[src/rtl/uart_fifo.sv]
// Byte buffering between the b16 I/O bus and the auto-bauding UART core.
// A show-ahead RX FIFO feeds the host; a paced TX engine spaces start pulses one frame apart.
module uart_fifo #(
  parameter int DEPTH_LOG2 = 4
) (
  input  logic                  clk,
  input  logic                  nreset,
  input  logic [7:0]            uart_id,
  input  logic                  uart_dix,
  input  logic [7:0]            uart_rate,
  output logic [7:0]            uart_od,
  output logic                  uart_dox,
  input  logic [7:0]            wr_data,
  input  logic                  wr_en,
  output logic                  tx_full,
  output logic [DEPTH_LOG2:0]   tx_count,
  output logic [7:0]            rd_data,
  input  logic                  rd_en,
  output logic                  rx_empty,
  output logic [DEPTH_LOG2:0]   rx_count,
  output logic                  rx_overrun,
  input  logic                  ovr_clr
);

  localparam int DEPTH = 1 << DEPTH_LOG2;
  localparam int CW    = DEPTH_LOG2 + 1;

  typedef enum logic {IDLE, GAP} tx_state_t;

  // RX FIFO
  logic [7:0]            rx_mem [DEPTH];
  logic [DEPTH_LOG2-1:0] rx_wp_q, rx_rp_q;
  logic [CW-1:0]         rx_cnt_q, rx_cnt_d;
  logic                  rx_ovr_q, rx_ovr_d;
  logic                  rx_full, rx_push, rx_pop, rx_drop;

  assign rx_full  = (rx_cnt_q == CW'(DEPTH));
  assign rx_pop   = rd_en && (rx_cnt_q != '0);
  // A strobe into a full FIFO still lands if the host frees the head slot on the same edge.
  assign rx_push  = uart_dix && (!rx_full || rd_en);
  assign rx_drop  = uart_dix && rx_full && !rd_en;

  always_comb begin
    rx_cnt_d = rx_cnt_q;
    case ({rx_push, rx_pop})
      2'b10:   rx_cnt_d = rx_cnt_q + CW'(1);
      2'b01:   rx_cnt_d = rx_cnt_q - CW'(1);
      default: rx_cnt_d = rx_cnt_q;
    endcase
    rx_ovr_d = rx_ovr_q;
    if (ovr_clr) rx_ovr_d = 1'b0;
    if (rx_drop) rx_ovr_d = 1'b1;
  end

  always_ff @(posedge clk or negedge nreset) begin
    if (!nreset) begin
      rx_wp_q  <= '0;
      rx_rp_q  <= '0;
      rx_cnt_q <= '0;
      rx_ovr_q <= 1'b0;
    end else begin
      if (rx_push) rx_wp_q <= rx_wp_q + DEPTH_LOG2'(1);
      if (rx_pop)  rx_rp_q <= rx_rp_q + DEPTH_LOG2'(1);
      rx_cnt_q <= rx_cnt_d;
      rx_ovr_q <= rx_ovr_d;
    end
  end

  always_ff @(posedge clk) begin
    if (rx_push) rx_mem[rx_wp_q] <= uart_id;
  end

  assign rd_data    = rx_mem[rx_rp_q];
  assign rx_empty   = (rx_cnt_q == '0);
  assign rx_count   = rx_cnt_q;
  assign rx_overrun = rx_ovr_q;

  // TX FIFO
  logic [7:0]            tx_mem [DEPTH];
  logic [DEPTH_LOG2-1:0] tx_wp_q, tx_rp_q;
  logic [CW-1:0]         tx_cnt_q, tx_cnt_d;
  logic                  tx_full_w, tx_push, tx_start;
  tx_state_t             state_q;

  assign tx_full_w = (tx_cnt_q == CW'(DEPTH));
  assign tx_start  = (state_q == IDLE) && (tx_cnt_q != '0) && (uart_rate != 8'd0);
  assign tx_push   = wr_en && (!tx_full_w || tx_start);

  always_comb begin
    tx_cnt_d = tx_cnt_q;
    case ({tx_push, tx_start})
      2'b10:   tx_cnt_d = tx_cnt_q + CW'(1);
      2'b01:   tx_cnt_d = tx_cnt_q - CW'(1);
      default: tx_cnt_d = tx_cnt_q;
    endcase
  end

  always_ff @(posedge clk or negedge nreset) begin
    if (!nreset) begin
      tx_wp_q  <= '0;
      tx_rp_q  <= '0;
      tx_cnt_q <= '0;
    end else begin
      if (tx_push)  tx_wp_q <= tx_wp_q + DEPTH_LOG2'(1);
      if (tx_start) tx_rp_q <= tx_rp_q + DEPTH_LOG2'(1);
      tx_cnt_q <= tx_cnt_d;
    end
  end

  always_ff @(posedge clk) begin
    if (tx_push) tx_mem[tx_wp_q] <= wr_data;
  end

  assign tx_full  = tx_full_w;
  assign tx_count = tx_cnt_q;

  // TX pacing engine: one bit period is (rate+1)*8 clocks, frame hold-off is 11 bit periods
  logic [11:0] tmr_q;
  logic [3:0]  bit_q;
  logic [7:0]  od_q;
  logic        dox_q;
  logic [11:0] bit_len;

  assign bit_len = 12'(({4'd0, uart_rate} + 12'd1) << 3);

  always_ff @(posedge clk or negedge nreset) begin
    if (!nreset) begin
      state_q <= IDLE;
      tmr_q   <= '0;
      bit_q   <= '0;
      od_q    <= '0;
      dox_q   <= 1'b0;
    end else begin
      case (state_q)
        IDLE: begin
          dox_q <= 1'b0;
          if (tx_start) begin
            od_q    <= tx_mem[tx_rp_q];
            dox_q   <= 1'b1;
            bit_q   <= '0;
            tmr_q   <= bit_len;
            state_q <= GAP;
          end
        end
        GAP: begin
          dox_q <= 1'b0;
          // Leave one clock early so the IDLE dispatch cycle closes out the guard bit.
          if (bit_q == 4'd10 && tmr_q == 12'd2) begin
            state_q <= IDLE;
            tmr_q   <= '0;
            bit_q   <= '0;
          end else if (tmr_q == 12'd1) begin
            tmr_q <= bit_len;
            bit_q <= bit_q + 4'd1;
          end else begin
            tmr_q <= tmr_q - 12'd1;
          end
        end
        default: state_q <= IDLE;
      endcase
    end
  end

  assign uart_od  = od_q;
  assign uart_dox = dox_q;

endmodule

[config.mk]
export PLATFORM = sky130hd
export DESIGN_NAME = uart_fifo
export DESIGN_NICKNAME = d
export VERILOG_FILES = /design/src/rtl/uart_fifo.sv
export SDC_FILE = /design/constraint.sdc
export NUM_CORES = 1
export LEC_CHECK = 0
export ABC_AREA = 1
export CELL_PAD_IN_SITES_DETAIL_PLACEMENT = 1
export CELL_PAD_IN_SITES_GLOBAL_PLACEMENT = 1
export CORE_ASPECT_RATIO = 0.75
export CORE_MARGIN = 4
export CORE_UTILIZATION = 48
export CTS_CLUSTER_DIAMETER = 120
export CTS_CLUSTER_SIZE = 40
export DETAILED_ROUTE_END_ITERATION = 16
export GPL_ROUTABILITY_DRIVEN = 0
export PLACE_DENSITY = 0.87
export SLEW_MARGIN = 20
export SYNTH_ARGS = -nofsm -noshare
export SYNTH_HDL_FRONTEND = slang
export SYNTH_SLANG_ARGS = --single-unit
[constraint.sdc]
create_clock -name clk -period 7.35 [get_ports clk]
set_clock_uncertainty 0.2 [all_clocks]
set_input_delay 1.1025 -clock clk [delete_from_list [all_inputs] [get_ports clk]]
set_output_delay 1.1025 -clock clk [all_outputs]
set_load 0.02 [all_outputs]
==> results of run 1 <==
[power groups by stage]
| stage | Clock (uW) | Sequential, uW | Combinational (uW) |
|---|---|---|---|
| after floorplan | 0 | 2100 | 665 |
| after global placement | 0 | 2170 | 938 |
| after global routing | 876 | 2170 | 1110 |
| after detailed placement | 0 | 2190 | 1010 |
| final | 801 | 2150 | 1010 |
| after CTS | 811 | 2150 | 1010 |
[per-stage QoR]
stage / utilization (%) / cells / total power [uW] / area [um2] / hold slack (ps)
3_3_place_gp: 52.3 / 1615 / 3110 / 14300 / 276
6_report: 53.5 / 1631 / 3960 / 14600 / 312
2_1_floorplan: - / 1227 / 2760 / 13500 / 278
4_1_cts: 53.5 / 1631 / 3970 / 14600 / 318
3_5_place_dp: 52.4 / 1615 / 3200 / 14300 / 284
5_1_grt: 53.5 / 1631 / 4150 / 14600 / 338
[synthesized netlist by cell type, drive strengths merged, types with 7 or more instances]
cell type,number,area (um2)
o21ai,157,786
o211ai,64,480
inv,67,251
dfrtp,53,1330
nor2,270,1020
nand4,7,43.8
edfxtp,256,7690
a21oi,14,81.3
nand2,157,599
xor2,22,193
ha,24,300
buf,31,206
clkbuf,23,86.3
nand3,65,338
[how the worst max path moves through the flow]
stage / to / from
2_1_floorplan: tx_count[4]$_DFFE_PN0P_ / uart_rate[0]
3_3_place_gp: tx_count[4]$_DFFE_PN0P_ / uart_rate[0]
3_5_place_dp: tx_count[4]$_DFFE_PN0P_ / uart_rate[0]
4_1_cts: rd_data[5] / rx_rp_q[1]$_DFFE_PN0P_
5_1_grt: rd_data[7] / rx_rp_q[2]$_DFFE_PN0P_
6_report: rd_data[7] / rx_rp_q[2]$_DFFE_PN0P_
[worst max-delay path, delay by kind of cell, from the launching register on]
kind / cells / cell delay (ps)
simple gates: 1 / 150
compound gates: 2 / 420
buf+inv: 2 / 1160
flops: 1 / 1040
[layout make-up]
cell class	instances	share of cell area [%]
flip-flops and latches	309	61.6
multi-input cells	793	27.0
repair buffers	64	4.25
well taps	378	3.23
clock buffers	15	1.98
inverters	71	1.84
clock inverters	1	0.0769
[flip-flops by register name, summed over array words and instances (netlist names)]
| signal | flops |
|---|---|
| rx_overrun | 1 |
| rx_wp_q | 4 |
| tmr_q | 12 |
| tx_mem | 128 |
| rx_mem | 128 |
| uart_dox | 1 |
| uart_od | 8 |
| rx_count | 5 |
| bit_q | 4 |
| tx_rp_q | 4 |
| tx_wp_q | 4 |
| rx_rp_q | 4 |
| tx_count | 5 |
| state_q | 1 |
[kinds of logic (layout without fill, tap and decap cells)]
| group | count (synthesis) | after routing | synth area share (%) |
|---|---|---|---|
| flip-flops | 309 | 309 | 66.6 |
| AND/OR/NAND/NOR | 505 | 505 | 15.1 |
| buffers and inverters | 125 | 151 | 4.13 |
| adder cells (fa/ha/maj) | 26 | 26 | 2.52 |
| XOR/XNOR | 25 | 25 | 1.62 |
| AO/OA/AOI/OAI | 237 | 237 | 10.1 |
[metal layers]
metal,GRT usage (%),share of wire [%],wire length [um],up-vias
met1,34.3,47,16500,4780
met3,2.54,4.9,1750,28
met5,0,0,0,-
li1,-,-,-,4278
met4,3.12,1.1,375,0
met2,36.6,47,16600,250
==> report_table.html, run 1 <==
<table>
<tr><th>Metric</th><th>Value</th></tr>
<tr><th colspan="2">Worst setup path</th></tr>
<tr><td>Critical register-to-register path endpoint</td><td>tx_count[4]$_DFFE_PN0P_</td></tr>
<tr><td>Data arrival time of the critical path</td><td>around 3300 ps</td></tr>
<tr><td>Type of the worst setup path</td><td>flip-flop to output port</td></tr>
<tr><td>Largest stage delay on the critical path</td><td>about 1000 ps</td></tr>
<tr><td>Count of cells along the worst register-to-register path</td><td>15</td></tr>
<tr><td>Critical path's slowest cell</td><td>dfrtp_1</td></tr>
<tr><td>Crit path cell chain</td><td>clkinv_1 &gt; o211ai_1 &gt; o211ai_1 &gt; nand2_1 &gt; clkdlybuf4s50_1</td></tr>
<tr><td>Beginning of the worst register-to-register path</td><td>tx_count[0]$_DFFE_PN0P_</td></tr>
<tr><td>Kind of end point of the critical path</td><td>output port</td></tr>
<tr><td>Critical path launch point type</td><td>flip-flop</td></tr>
<tr><td>Slack of the worst reg-to-reg path</td><td>4380 ps</td></tr>
<tr><td>Critical Path Fanout Max</td><td>26</td></tr>
<tr><td>Data required time at the worst endpoint</td><td>6050 ps</td></tr>
<tr><td>Most frequent cell on the critical path</td><td>o211ai_1</td></tr>
<tr><th colspan="2">Yosys</th></tr>
<tr><td>Primary flip-flop cell chosen by synthesis mapping</td><td>edfxtp_1</td></tr>
<tr><td>Number of distinct library cell variants in the gate-level netlist after synthesis</td><td>31</td></tr>
<tr><td>Post-synth EDFFs</td><td>between 200 and 300</td></tr>
<tr><td>Mean cell area of the mapped netlist</td><td>approximately 11 um2</td></tr>
<tr><td>Cell area after synthesis</td><td>around 14000 um2</td></tr>
<tr><td>Async set-reset flop share out of synthesis</td><td>approximately 17%</td></tr>
<tr><td>Cells after Synth</td><td>1227</td></tr>
<tr><td>Synthesis warning total</td><td>0</td></tr>
<tr><td>Part of the Yosys area used for sequential elements</td><td>66.6%</td></tr>
<tr><td>Count of state elements after synthesis</td><td>a little over 300</td></tr>
<tr><td>Number of nets in the synthesized netlist</td><td>roughly 1300</td></tr>
<tr><th colspan="2">Layout</th></tr>
<tr><td>Storage element area</td><td>approximately 9000 um2</td></tr>
<tr><td>Most frequent standard cell in the layout excluding fill and tap cells</td><td>nor2_1</td></tr>
<tr><td>Most frequent cells in the layout</td><td>nor2_1 (267), edfxtp_1 (256), nand2_1 (153), o21ai_0 (147)</td></tr>
<tr><td>Area overhead of the layout relative to synthesis</td><td>8.23%</td></tr>
<tr><td>Antenna Diode Count</td><td>0</td></tr>
<tr><td>Layout cells sized above 1</td><td>under 10%</td></tr>
<tr><td>FILL cells</td><td>2934</td></tr>
<tr><td>Area of the multi-input gates</td><td>roughly 4000 um2</td></tr>
<tr><td>NumNets Final</td><td>roughly 1300</td></tr>
<tr><th colspan="2">Min path</th></tr>
<tr><td>Hold crit path type</td><td>flip-flop to flip-flop</td></tr>
<tr><td>Hold EP</td><td>uart_od[3]$_DFFE_PN0P_</td></tr>
<tr><td>Min-delay src</td><td>uart_od[3]$_DFFE_PN0P_</td></tr>
<tr><td>Hold depth</td><td>2</td></tr>
<tr><th colspan="2">Status</th></tr>
<tr><td>Result of the run</td><td>finished, final reports clean</td></tr>
<tr><th colspan="2">STA</th></tr>
<tr><td>Final Max Tran Viols</td><td>0</td></tr>
<tr><td>Minimum clock period after layout</td><td>between 4000 and 5000 ps</td></tr>
<tr><td>Max_slew headroom</td><td>between 30% and 40%</td></tr>
<tr><td>Unrepaired setup endpoints after global routing</td><td>false</td></tr>
<tr><td>Transition time of the tightest slew-check pin</td><td>1020 ps</td></tr>
<tr><td>Final hold viol count</td><td>0</td></tr>
<tr><td>Setup TNS after final layout</td><td>0 ps</td></tr>
<tr><td>Tcrit/Tclk final</td><td>roughly 62%</td></tr>
<tr><td>Max Clock Freq</td><td>219 MHz</td></tr>
<tr><td>Minimum setup slack in the final design</td><td>approximately 2800 ps</td></tr>
<tr><td>Number of endpoints failing setup at the final stage</td><td>0</td></tr>
<tr><th colspan="2">CTS</th></tr>
<tr><td>Cells resized by post-CTS repair</td><td>0</td></tr>
<tr><td>CTS Buffer Depth</td><td>3</td></tr>
<tr><td>Clock tree from TritonCTS</td><td>done</td></tr>
<tr><td>Postcts setup bufs</td><td>0</td></tr>
<tr><td>Later-pin clock latency in the skew report</td><td>roughly 500 ps</td></tr>
<tr><td>Hold buffers post-CTS</td><td>0</td></tr>
<tr><td>Depth of the CTS H-tree</td><td>1</td></tr>
<tr><td>Clock-pin slew on the worst setup and hold paths</td><td>~150 ps</td></tr>
<tr><td>Master cell of the clock root buffer</td><td>clkbuf_16</td></tr>
<tr><td>Number of buffers inserted during clock tree synthesis</td><td>11</td></tr>
<tr><td>Number of sinks driven by the clock tree</td><td>just over 300</td></tr>
<tr><th colspan="2">Place</th></tr>
<tr><td>Post-Place Worst Slack</td><td>between 3000 and 4000 ps</td></tr>
<tr><td>Sum of net half-perimeters after detailed placement</td><td>23.7 mm</td></tr>
<tr><td>Count of buffers from port buffering</td><td>59</td></tr>
<tr><th colspan="2">Drt</th></tr>
<tr><td>Wire length per cell after detailed routing</td><td>about 22 um</td></tr>
<tr><td>Number of antenna-violating nets in the routed design</td><td>0</td></tr>
<tr><td>Via-per-instance ratio</td><td>5.72</td></tr>
<tr><td>Total DRC errors in the routed layout</td><td>0</td></tr>
<tr><td>Number of vias in the routed layout</td><td>~9300</td></tr>
<tr><td>First-iteration detailed-routing DRC count</td><td>1049</td></tr>
<tr><td>Routed wire length</td><td>35.3 mm</td></tr>
<tr><td>TritonRoute pass-1 iters</td><td>6</td></tr>
<tr><th colspan="2">Pwr</th></tr>
<tr><td>Clock network power share</td><td>20.2%</td></tr>
<tr><td>Static leakage power</td><td>between 0.005 and 0.006 uW</td></tr>
<tr><td>Internal Dissipation</td><td>around 2600 uW</td></tr>
<tr><td>Power density normalized to cell area</td><td>~270 nW/um2</td></tr>
<tr><td>Switching share of total power</td><td>between 30% and 40%</td></tr>
<tr><td>Sequential share of power</td><td>54.3%</td></tr>
<tr><td>NetSw</td><td>1320 uW</td></tr>
<tr><td>Max IR drop VDD</td><td>0.000160 V</td></tr>
<tr><td>Logic gate share of total power</td><td>between 20 and 30%</td></tr>
<tr><th colspan="2">Job</th></tr>
<tr><td>Max_cap viols</td><td>0</td></tr>
<tr><th colspan="2">Global route</th></tr>
<tr><td>Total congestion overflow after global routing</td><td>0</td></tr>
<tr><td>First-pass GRT wire length</td><td>around 56 mm</td></tr>
<tr><td>Number of antenna violations at the first check in global routing</td><td>0</td></tr>
<tr><td>Pin count of the biggest net entering global routing</td><td>68</td></tr>
<tr><td>Via count of the first global-routing pass</td><td>around 9800</td></tr>
<tr><td>Total GRT Usage</td><td>22.6%</td></tr>
<tr><th colspan="2">Floorplan</th></tr>
<tr><td>Area of the placeable core</td><td>around 27000 um2</td></tr>
<tr><td>Starting Density</td><td>roughly half</td></tr>
<tr><td>Overall die height</td><td>approximately 150 um</td></tr>
<tr><td>Die ar.</td><td>approximately 31000 um2</td></tr>
<tr><td>Number of primary I/O pins</td><td>60</td></tr>
<tr><td>Number of placement rows</td><td>52</td></tr>
<tr><td>Width of the chip</td><td>about 200 um</td></tr>
</table>
Note: power is estimated with default switching activity, not from simulation.
==> run 2: changes to the inputs <==
--- a/config.mk
+++ b/config.mk
@@ -10,12 +10,12 @@
 export CELL_PAD_IN_SITES_GLOBAL_PLACEMENT = 1
 export CORE_ASPECT_RATIO = 0.75
 export CORE_MARGIN = 4
-export CORE_UTILIZATION = 48
+export CORE_UTILIZATION = 44
 export CTS_CLUSTER_DIAMETER = 120
 export CTS_CLUSTER_SIZE = 40
 export DETAILED_ROUTE_END_ITERATION = 16
 export GPL_ROUTABILITY_DRIVEN = 0
-export PLACE_DENSITY = 0.87
+export PLACE_DENSITY = 0.85
 export SLEW_MARGIN = 20
 export SYNTH_ARGS = -nofsm -noshare
 export SYNTH_HDL_FRONTEND = slang
==> constraint.sdc (replaced) <==
create_clock -name clk -period 3.75 [get_ports clk]
set_clock_uncertainty 0.2 [all_clocks]
set_input_delay 0.5625 -clock clk [delete_from_list [all_inputs] [get_ports clk]]
set_output_delay 0.5625 -clock clk [all_outputs]
set_load 0.02 [all_outputs]
==> report_table.html, run 2 (synthesis gave the netlist of run 1 again) <==
<table>
<tr><th>Metric</th><th>Value</th></tr>
<tr><th colspan="2">Drt</th></tr>
<tr><td>Via-per-instance ratio</td><td>5.63 (was 5.72)</td></tr>
<tr><td>Routed metal-1 wirelength</td><td>16.1 mm (was 16.5 mm)</td></tr>
<tr><td>Wire length per cell after detailed routing</td><td>21.4 um (was 21.6 um)</td></tr>
<tr><td>Total DRC errors in the routed layout</td><td>0 (unchanged)</td></tr>
<tr><td>TritonRoute pass-1 iters</td><td>5 (was 6)</td></tr>
<tr><td>Highest metal layer used by the detailed router</td><td>met5 (was met4)</td></tr>
<tr><td>First-iteration detailed-routing DRC count</td><td>983 (was 1049)</td></tr>
<tr><td>Number of vias in the routed layout</td><td>9496 (was 9336)</td></tr>
<tr><td>Number of antenna-violating nets in the routed design</td><td>0 (unchanged)</td></tr>
<tr><td>Routed wl met2</td><td>17.0 mm (was 16.6 mm)</td></tr>
<tr><td>Routed wire length</td><td>36.2 mm (was 35.3 mm)</td></tr>
<tr><td>Total met3 wirelength after detailed routing</td><td>2.20 mm (was 1.75 mm)</td></tr>
<tr><th colspan="2">STA</th></tr>
<tr><td>Transition time of the tightest slew-check pin</td><td>874 ps (was 1020 ps)</td></tr>
<tr><td>Minimum clock period after layout</td><td>3570 ps</td></tr>
<tr><td>Max Clock Freq</td><td>280 MHz</td></tr>
<tr><td>Final Max Tran Viols</td><td>0 (unchanged)</td></tr>
<tr><td>Final hold viol count</td><td>0 (unchanged)</td></tr>
<tr><td>Worst hold slack across all endpoints</td><td>300 ps (was 312 ps)</td></tr>
<tr><td>Max_slew headroom</td><td>41.6% (was 32.3%)</td></tr>
<tr><td>Setup TNS after final layout</td><td>0 ps (unchanged)</td></tr>
<tr><td>Unrepaired setup endpoints after global routing</td><td>false (unchanged)</td></tr>
<tr><td>Tcrit/Tclk final</td><td>a little over nine tenths</td></tr>
<tr><td>Number of endpoints failing setup at the final stage</td><td>0 (unchanged)</td></tr>
<tr><th colspan="2">Floorplan</th></tr>
<tr><td>Number of primary I/O pins</td><td>60 (unchanged)</td></tr>
<tr><td>Starting Density</td><td>44.8% (was 49.4%)</td></tr>
<tr><td>Overall die height</td><td>160 um (was 153 um)</td></tr>
<tr><td>Area of the placeable core</td><td>30200 um2 (was 27400 um2)</td></tr>
<tr><td>Width of the chip</td><td>210 um (was 202 um)</td></tr>
<tr><td>Die ar.</td><td>33700 um2 (was 31000 um2)</td></tr>
<tr><td>Number of placement rows</td><td>55 (was 52)</td></tr>
<tr><th colspan="2">CTS</th></tr>
<tr><td>Depth of the CTS H-tree</td><td>1 (unchanged)</td></tr>
<tr><td>Master cell of the clock root buffer</td><td>clkbuf_16 (unchanged)</td></tr>
<tr><td>Postcts setup bufs</td><td>0 (unchanged)</td></tr>
<tr><td>Number of sinks driven by the clock tree</td><td>309 (unchanged)</td></tr>
<tr><td>Number of buffers inserted during clock tree synthesis</td><td>11 (unchanged)</td></tr>
<tr><td>CTS Buffer Depth</td><td>3 (unchanged)</td></tr>
<tr><td>Later-pin clock latency in the skew report</td><td>510 ps (was 500 ps)</td></tr>
<tr><td>Clock tree from TritonCTS</td><td>done (unchanged)</td></tr>
<tr><td>Clock-pin slew on the worst setup and hold paths</td><td>150 ps (about the same)</td></tr>
<tr><th colspan="2">Pwr</th></tr>
<tr><td>Overall power of the completed layout</td><td>7810 uW (was 3960 uW)</td></tr>
<tr><td>Power density normalized to cell area</td><td>522 nW/um2 (was 271 nW/um2)</td></tr>
<tr><td>Max IR drop VDD</td><td>0.000297 V (was 0.000160 V)</td></tr>
<tr><td>Static leakage power</td><td>0.00545 uW (was 0.00527 uW)</td></tr>
<tr><th colspan="2">Layout</th></tr>
<tr><td>Layout cells sized above 1</td><td>5.43% (was 2.95%)</td></tr>
<tr><td>Most frequent cells in the layout</td><td>nor2_1 (267), edfxtp_1 (256), nand2_1 (153), o21ai_0 (147) (unchanged)</td></tr>
<tr><td>FILL cells</td><td>3181 (was 2934)</td></tr>
<tr><td>Largest registers ranked by flip-flop count</td><td>rx_mem: 128 flops, tx_mem: 128 flops, tmr_q: 12 flops (unchanged)</td></tr>
<tr><td>Most frequent standard cell in the layout excluding fill and tap cells</td><td>nor2_1 (unchanged)</td></tr>
<tr><td>Antenna Diode Count</td><td>0 (unchanged)</td></tr>
<tr><td>Area of the multi-input gates</td><td>3960 um2 (unchanged)</td></tr>
<tr><td>NumNets Final</td><td>1340 (was 1306)</td></tr>
<tr><td>Final Non-Filler Cells</td><td>1687 (was 1631)</td></tr>
<tr><td>Storage element area</td><td>9020 um2 (about the same)</td></tr>
<tr><td>Area overhead of the layout relative to synthesis</td><td>10.4% (was 8.23%)</td></tr>
<tr><th colspan="2">Global route</th></tr>
<tr><td>Pin count of the biggest net entering global routing</td><td>67 (was 68)</td></tr>
<tr><td>Total GRT Usage</td><td>21.2% (was 22.6%)</td></tr>
<tr><td>Number of antenna violations at the first check in global routing</td><td>1 (was 0)</td></tr>
<tr><td>First-pass GRT wire length</td><td>56.5 mm (was 56.0 mm)</td></tr>
<tr><td>Total congestion overflow after global routing</td><td>0 (unchanged)</td></tr>
<tr><td>Via count of the first global-routing pass</td><td>9813 (was 9802)</td></tr>
<tr><th colspan="2">Place</th></tr>
<tr><td>Count of buffers from port buffering</td><td>59 (unchanged)</td></tr>
<tr><td>Placed insts</td><td>1669 (was 1615)</td></tr>
<tr><td>Sum of net half-perimeters after detailed placement</td><td>25.0 mm (was 23.7 mm)</td></tr>
<tr><th colspan="2">Min path</th></tr>
<tr><td>Hold crit path type</td><td>flip-flop to flip-flop (unchanged)</td></tr>
<tr><th colspan="2">Job</th></tr>
<tr><td>Max_cap viols</td><td>0 (unchanged)</td></tr>
<tr><th colspan="2">Worst setup path</th></tr>
<tr><td>Kind of end point of the critical path</td><td>output port (unchanged)</td></tr>
<tr><td>Critical Path Fanout Max</td><td>50 (was 26)</td></tr>
<tr><td>Data arrival time of the critical path</td><td>2810 ps (was 3260 ps)</td></tr>
<tr><td>Critical path launch point type</td><td>flip-flop (unchanged)</td></tr>
<tr><td>Type of the worst setup path</td><td>flip-flop to output port (unchanged)</td></tr>
<tr><td>Data required time at the worst endpoint</td><td>2990 ps (was 6050 ps)</td></tr>
<tr><th colspan="2">Status</th></tr>
<tr><td>Result of the run</td><td>finished, final reports clean (unchanged)</td></tr>
</table>
[run 2: cell types whose count changed in the layout (fill, tap and decap cells not counted)]
cell	delta
clkinv_2	+1
buf_6	+1
dfrtp_4	-1
dlygate4sd3_1	+1
buf_12	+1
clkbuf_1	+1
inv_4	-1
buf_4	+31
dfrtp_2	+1
[run 2: area by class of cell]
class / count / area share, %
repair buffers: 98 / 6.00
multi-input cells: 793 / 26.5
flip-flops and latches: 309 / 60.3
clock inverters: 1 / 0.0753
clock buffers: 16 / 1.97
inverters: 71 / 1.79
well taps: 399 / 3.34
[run 2: layer usage]
| layer | track usage [%] | up-vias |
|---|---|---|
| met5 | 0 | - |
| met4 | 4.45 | 2 |
| li1 | - | 4348 |
| met3 | 3.12 | 47 |
| met1 | 30.8 | 4804 |
| met2 | 34.3 | 295 |
[run 2: repair_timing]
item / 4_1_cts / 5_1_grt
hold buffers: 1 / 0
setup endpoints to repair: 0 / 3
gates resized for setup: 0 / 2
endpoints found under the hold margin: 30 / 0
[run 2: path summary, 6_finish.rpt]
| path | cells after the start | endpoint | from | slack, ps |
|---|---|---|---|---|
| min | 2 | uart_od[3]$_DFFE_PN0P_ | uart_od[3]$_DFFE_PN0P_ | 300 |
| min reg2reg | 2 | uart_od[3]$_DFFE_PN0P_ | uart_od[3]$_DFFE_PN0P_ | 300 |
| min in group asynchronous | 2 | tmr_q[11]$_DFFE_PN0P_ | nreset | 460 |
| max | 9 | rd_data[2] | rx_rp_q[0]$_DFFE_PN0P_ | 180 |
| max reg2reg | 15 | rx_count[4]$_DFFE_PN0P_ | rx_count[0]$_DFFE_PN0P_ | 910 |
| max in group asynchronous | 3 | rx_rp_q[1]$_DFFE_PN0P_ | nreset | 2010 |
[run 2: per-stage QoR]
step | util (%) | instance area [um2] | setup slack, ps
floorplan | - | 13500 | 1150
global placement | 48.4 | 14600 | 517
detailed placement | 48.4 | 14600 | 286
CTS | 49.5 | 14900 | 101
global route | 49.5 | 14900 | 42.5
finish | 49.5 | 14900 | 176
[run 2: worst max-delay path, cell delays in order (launching register included)]
cell             delay [ps]
dfrtp_1                 430
clkinv_2                240
buf_12                  280
nor2_1                   70
nor2_1                   80
o21ai_0                 130
o211ai_1                200
nand3_1                 150
nand2_1                  90
clkdlybuf4s50_1         610
[run 2: power breakdown]
group	internal (uW)	switching, uW	leakage [uW]
Sequential	3930	122	0.00295
Clock	566	1000	0.000148
Combinational	732	1460	0.00235
==> run 3: changes to the inputs <==
--- a/config.mk
+++ b/config.mk
@@ -10,12 +10,12 @@
 export CELL_PAD_IN_SITES_GLOBAL_PLACEMENT = 1
 export CORE_ASPECT_RATIO = 0.75
 export CORE_MARGIN = 4
-export CORE_UTILIZATION = 44
+export CORE_UTILIZATION = 48
 export CTS_CLUSTER_DIAMETER = 120
 export CTS_CLUSTER_SIZE = 40
 export DETAILED_ROUTE_END_ITERATION = 16
 export GPL_ROUTABILITY_DRIVEN = 0
-export PLACE_DENSITY = 0.85
+export PLACE_DENSITY = 0.87
 export SLEW_MARGIN = 20
 export SYNTH_ARGS = -nofsm -noshare
 export SYNTH_HDL_FRONTEND = slang
==> constraint.sdc (replaced) <==
create_clock -name clk -period 4.3 [get_ports clk]
set_clock_uncertainty 0.2 [all_clocks]
set_input_delay 0.645 -clock clk [delete_from_list [all_inputs] [get_ports clk]]
set_output_delay 0.645 -clock clk [all_outputs]
set_load 0.02 [all_outputs]
==> report_table.html, run 3 (synthesis gave the netlist of run 1 again) <==
<table>
<tr><th>Metric</th><th>Value</th></tr>
<tr><th colspan="2">Worst setup path</th></tr>
<tr><td>Worst setup path startpoint</td><td>rx_rp_q[0]$_DFFE_PN0P_ (unchanged)</td></tr>
<tr><td>Data arrival time of the critical path</td><td>2960 ps (was 2810 ps)</td></tr>
<tr><td>Worst Path Buf+Inv</td><td>3 (unchanged)</td></tr>
<tr><td>Largest stage delay on the critical path</td><td>610 ps (about the same)</td></tr>
<tr><td>Top delay family on crit path</td><td>buffers and inverters (unchanged)</td></tr>
<tr><td>Most frequent cell on the critical path</td><td>nor2_1 (unchanged)</td></tr>
<tr><td>Critical Path Fanout Max</td><td>33 (was 50)</td></tr>
<tr><td>Kind of end point of the critical path</td><td>output port (unchanged)</td></tr>
<tr><td>Beginning of the worst register-to-register path</td><td>tx_count[0]$_DFFE_PN0P_ (was rx_count[0]$_DFFE_PN0P_)</td></tr>
<tr><td>Data required time at the worst endpoint</td><td>3450 ps (was 2990 ps)</td></tr>
<tr><td>Type of the worst setup path</td><td>flip-flop to output port (unchanged)</td></tr>
<tr><td>Critical path's slowest cell</td><td>clkdlybuf4s50_1 (unchanged)</td></tr>
<tr><td>Crit path cell chain</td><td>inv_2 &gt; buf_12 &gt; nor2_1 &gt; nor2_1 &gt; o21ai_0 &gt; o21ai_1 &gt; o211ai_1 &gt; nand2_1 &gt; clkdlybuf4s50_1 (was clkinv_2 &gt; buf_12 &gt; nor2_1 &gt; nor2_1 &gt; o21ai_0 &gt; o211ai_1 &gt; nand3_1 &gt; nand2_1 &gt; clkdlybuf4s50_1)</td></tr>
<tr><td>Critical path launch point type</td><td>flip-flop (unchanged)</td></tr>
<tr><th colspan="2">CTS</th></tr>
<tr><td>Cells resized by post-CTS repair</td><td>0 (unchanged)</td></tr>
<tr><td>Number of sinks driven by the clock tree</td><td>309 (unchanged)</td></tr>
<tr><td>Clock-pin slew on the worst setup and hold paths</td><td>140 ps (was 150 ps)</td></tr>
<tr><td>Master cell of the clock root buffer</td><td>clkbuf_16 (unchanged)</td></tr>
<tr><td>Depth of the CTS H-tree</td><td>1 (unchanged)</td></tr>
<tr><td>Later-pin clock latency in the skew report</td><td>500 ps (was 510 ps)</td></tr>
<tr><td>Number of buffers inserted during clock tree synthesis</td><td>11 (unchanged)</td></tr>
<tr><td>Clock tree from TritonCTS</td><td>done (unchanged)</td></tr>
<tr><td>Hold buffers post-CTS</td><td>0 (was 1)</td></tr>
<tr><td>Postcts setup bufs</td><td>0 (unchanged)</td></tr>
<tr><td>CTS Buffer Depth</td><td>3 (unchanged)</td></tr>
<tr><th colspan="2">Pwr</th></tr>
<tr><td>Static leakage power</td><td>0.00529 uW (was 0.00545 uW)</td></tr>
<tr><td>Max IR drop VDD</td><td>0.000319 V (was 0.000297 V)</td></tr>
<tr><td>Power density normalized to cell area</td><td>462 nW/um2 (was 522 nW/um2)</td></tr>
<tr><td>Overall power of the completed layout</td><td>6780 uW (was 7810 uW)</td></tr>
<tr><th colspan="2">STA</th></tr>
<tr><td>Minimum setup slack in the final design</td><td>493 ps (was 176 ps)</td></tr>
<tr><td>Max Clock Freq</td><td>263 MHz</td></tr>
<tr><td>Tcrit/Tclk final</td><td>~89%</td></tr>
<tr><td>Minimum clock period after layout</td><td>3810 ps</td></tr>
<tr><td>Setup TNS after final layout</td><td>0 ps (unchanged)</td></tr>
<tr><td>Final hold viol count</td><td>0 (unchanged)</td></tr>
<tr><td>Number of endpoints failing setup at the final stage</td><td>0 (unchanged)</td></tr>
<tr><td>Unrepaired setup endpoints after global routing</td><td>false (unchanged)</td></tr>
<tr><td>Max_slew headroom</td><td>36.7% (was 41.6%)</td></tr>
<tr><td>Final Max Tran Viols</td><td>0 (unchanged)</td></tr>
<tr><td>Transition time of the tightest slew-check pin</td><td>950 ps (was 874 ps)</td></tr>
<tr><td>Worst hold slack across all endpoints</td><td>6.06 ps (was 300 ps)</td></tr>
<tr><th colspan="2">Layout</th></tr>
<tr><td>Layout cells sized above 1</td><td>3.18% (was 5.43%)</td></tr>
<tr><td>FILL cells</td><td>2890 (was 3181)</td></tr>
<tr><td>Largest registers ranked by flip-flop count</td><td>rx_mem: 128 flops, tx_mem: 128 flops, tmr_q: 12 flops (unchanged)</td></tr>
<tr><td>Final Non-Filler Cells</td><td>1635 (was 1687)</td></tr>
<tr><td>Most frequent cells in the layout</td><td>nor2_1 (267), edfxtp_1 (256), nand2_1 (153), o21ai_0 (147) (unchanged)</td></tr>
<tr><td>Area of the multi-input gates</td><td>3960 um2 (unchanged)</td></tr>
<tr><td>NumNets Final</td><td>1309 (was 1340)</td></tr>
<tr><td>Area overhead of the layout relative to synthesis</td><td>8.62% (was 10.4%)</td></tr>
<tr><td>Most frequent standard cell in the layout excluding fill and tap cells</td><td>nor2_1 (unchanged)</td></tr>
<tr><td>Storage element area</td><td>9020 um2 (unchanged)</td></tr>
<tr><td>Antenna Diode Count</td><td>0 (unchanged)</td></tr>
<tr><th colspan="2">Floorplan</th></tr>
<tr><td>Overall die height</td><td>153 um (was 160 um)</td></tr>
<tr><td>Starting Density</td><td>49.4% (was 44.8%)</td></tr>
<tr><td>Die ar.</td><td>31000 um2 (was 33700 um2)</td></tr>
<tr><td>Number of placement rows</td><td>52 (was 55)</td></tr>
<tr><td>Width of the chip</td><td>202 um (was 210 um)</td></tr>
<tr><td>Area of the placeable core</td><td>27400 um2 (was 30200 um2)</td></tr>
<tr><td>Number of primary I/O pins</td><td>60 (unchanged)</td></tr>
<tr><th colspan="2">Place</th></tr>
<tr><td>Placed insts</td><td>1618 (was 1669)</td></tr>
<tr><td>Post-Place Worst Slack</td><td>516 ps (was 286 ps)</td></tr>
<tr><td>Count of buffers from port buffering</td><td>59 (unchanged)</td></tr>
<tr><td>Sum of net half-perimeters after detailed placement</td><td>23.8 mm (was 25.0 mm)</td></tr>
<tr><th colspan="2">Drt</th></tr>
<tr><td>Via-per-instance ratio</td><td>5.71 (was 5.63)</td></tr>
<tr><td>Total DRC errors in the routed layout</td><td>0 (unchanged)</td></tr>
<tr><td>Routed wire length</td><td>35.0 mm (was 36.2 mm)</td></tr>
<tr><td>Number of antenna-violating nets in the routed design</td><td>0 (unchanged)</td></tr>
<tr><td>First-iteration detailed-routing DRC count</td><td>836 (was 983)</td></tr>
<tr><td>TritonRoute pass-1 iters</td><td>5 (unchanged)</td></tr>
<tr><td>Number of vias in the routed layout</td><td>9329 (was 9496)</td></tr>
<tr><td>Wire length per cell after detailed routing</td><td>21.4 um (about the same)</td></tr>
<tr><th colspan="2">Global route</th></tr>
<tr><td>Total congestion overflow after global routing</td><td>0 (unchanged)</td></tr>
<tr><td>Pin count of the biggest net entering global routing</td><td>67 (unchanged)</td></tr>
<tr><td>Via count of the first global-routing pass</td><td>9859 (was 9813)</td></tr>
<tr><td>First-pass GRT wire length</td><td>55.4 mm (was 56.5 mm)</td></tr>
<tr><td>Number of antenna violations at the first check in global routing</td><td>1 (unchanged)</td></tr>
<tr><td>Total GRT Usage</td><td>22.4% (was 21.2%)</td></tr>
<tr><th colspan="2">Status</th></tr>
<tr><td>Result of the run</td><td>finished, final reports clean (unchanged)</td></tr>
<tr><th colspan="2">Min path</th></tr>
<tr><td>Hold crit path type</td><td>primary input to asynchronous set/reset pin (was flip-flop to flip-flop)</td></tr>
<tr><th colspan="2">Job</th></tr>
<tr><td>Max_cap viols</td><td>0 (unchanged)</td></tr>
</table>
## run 3: cell count changes in the layout (fill, tap and decap cells not counted), sizes merged
cell and delta:
buf -30, clkinv +1, dlygate4sd3 -1, inv -1
## run 3: layer usage
layer / GRT usage [%] / wire, um / vias to the layer above
li1: - / - / 4293
met1: 32.5 / 15900 / 4779
met2: 36.6 / 16700 / 217
met3: 3.37 / 1810 / 38
met4: 4.00 / 518 / 2
met5: 0 / 17 / -
## run 3: metrics by stage
| step | area (um2) | util (%) |
|---|---|---|
| after floorplan | 13500 | - |
| after global placement | 14400 | 52.5 |
| after detailed placement | 14400 | 52.5 |
| after CTS | 14700 | 53.7 |
| after global routing | 14700 | 53.7 |
| final | 14700 | 53.7 |
## run 3: final timing paths
kind / end / slack [ps] / cells past startpoint
min in group clk: uart_od[7]$_DFFE_PN0P_ / 310 / 2
worst min register to register: uart_od[7]$_DFFE_PN0P_ / 310 / 2
worst max-delay path: rd_data[4] / 490 / 9
worst min-delay path: tmr_q[4]$_DFFE_PN0P_ / 6 / 1
worst max register to register: tx_count[4]$_DFFE_PN0P_ / 1330 / 16
max in group asynchronous: rx_rp_q[1]$_DFFE_PN0P_ / 3090 / 2
## run 3: cell type report
cell class                 instances  share of cell area (%)
clock inverter                     1                   0.111
inverter                          71                    1.82
timing repair buffer              67                    4.56
tap                              378                    3.22
sequential                       309                    61.4
clock buffer                      16                    2.00
multi-input combinational        793                    26.9
## run 3: worst reg2reg max path, stage by stage (launching register included)
cell     delay [ps]
dfrtp_1         510
nor2_1          180
nand3_1         150
nand3_4         270
inv_2           180
nand2_1         180
inv_1           130
fa_1            420
nand2_1          80
nand2_1          50
a21oi_1         180
nand2_1          80
nand2_1          90
nand2_1          70
nand2_1          70
nand2_1          50
inv_1            40
## run 3: power breakdown
part           internal (uW)  switching, uW  leakage, uW
sequential              3430            149      0.00295
clock                    494            863     0.000148
combinational            627           1220      0.00219
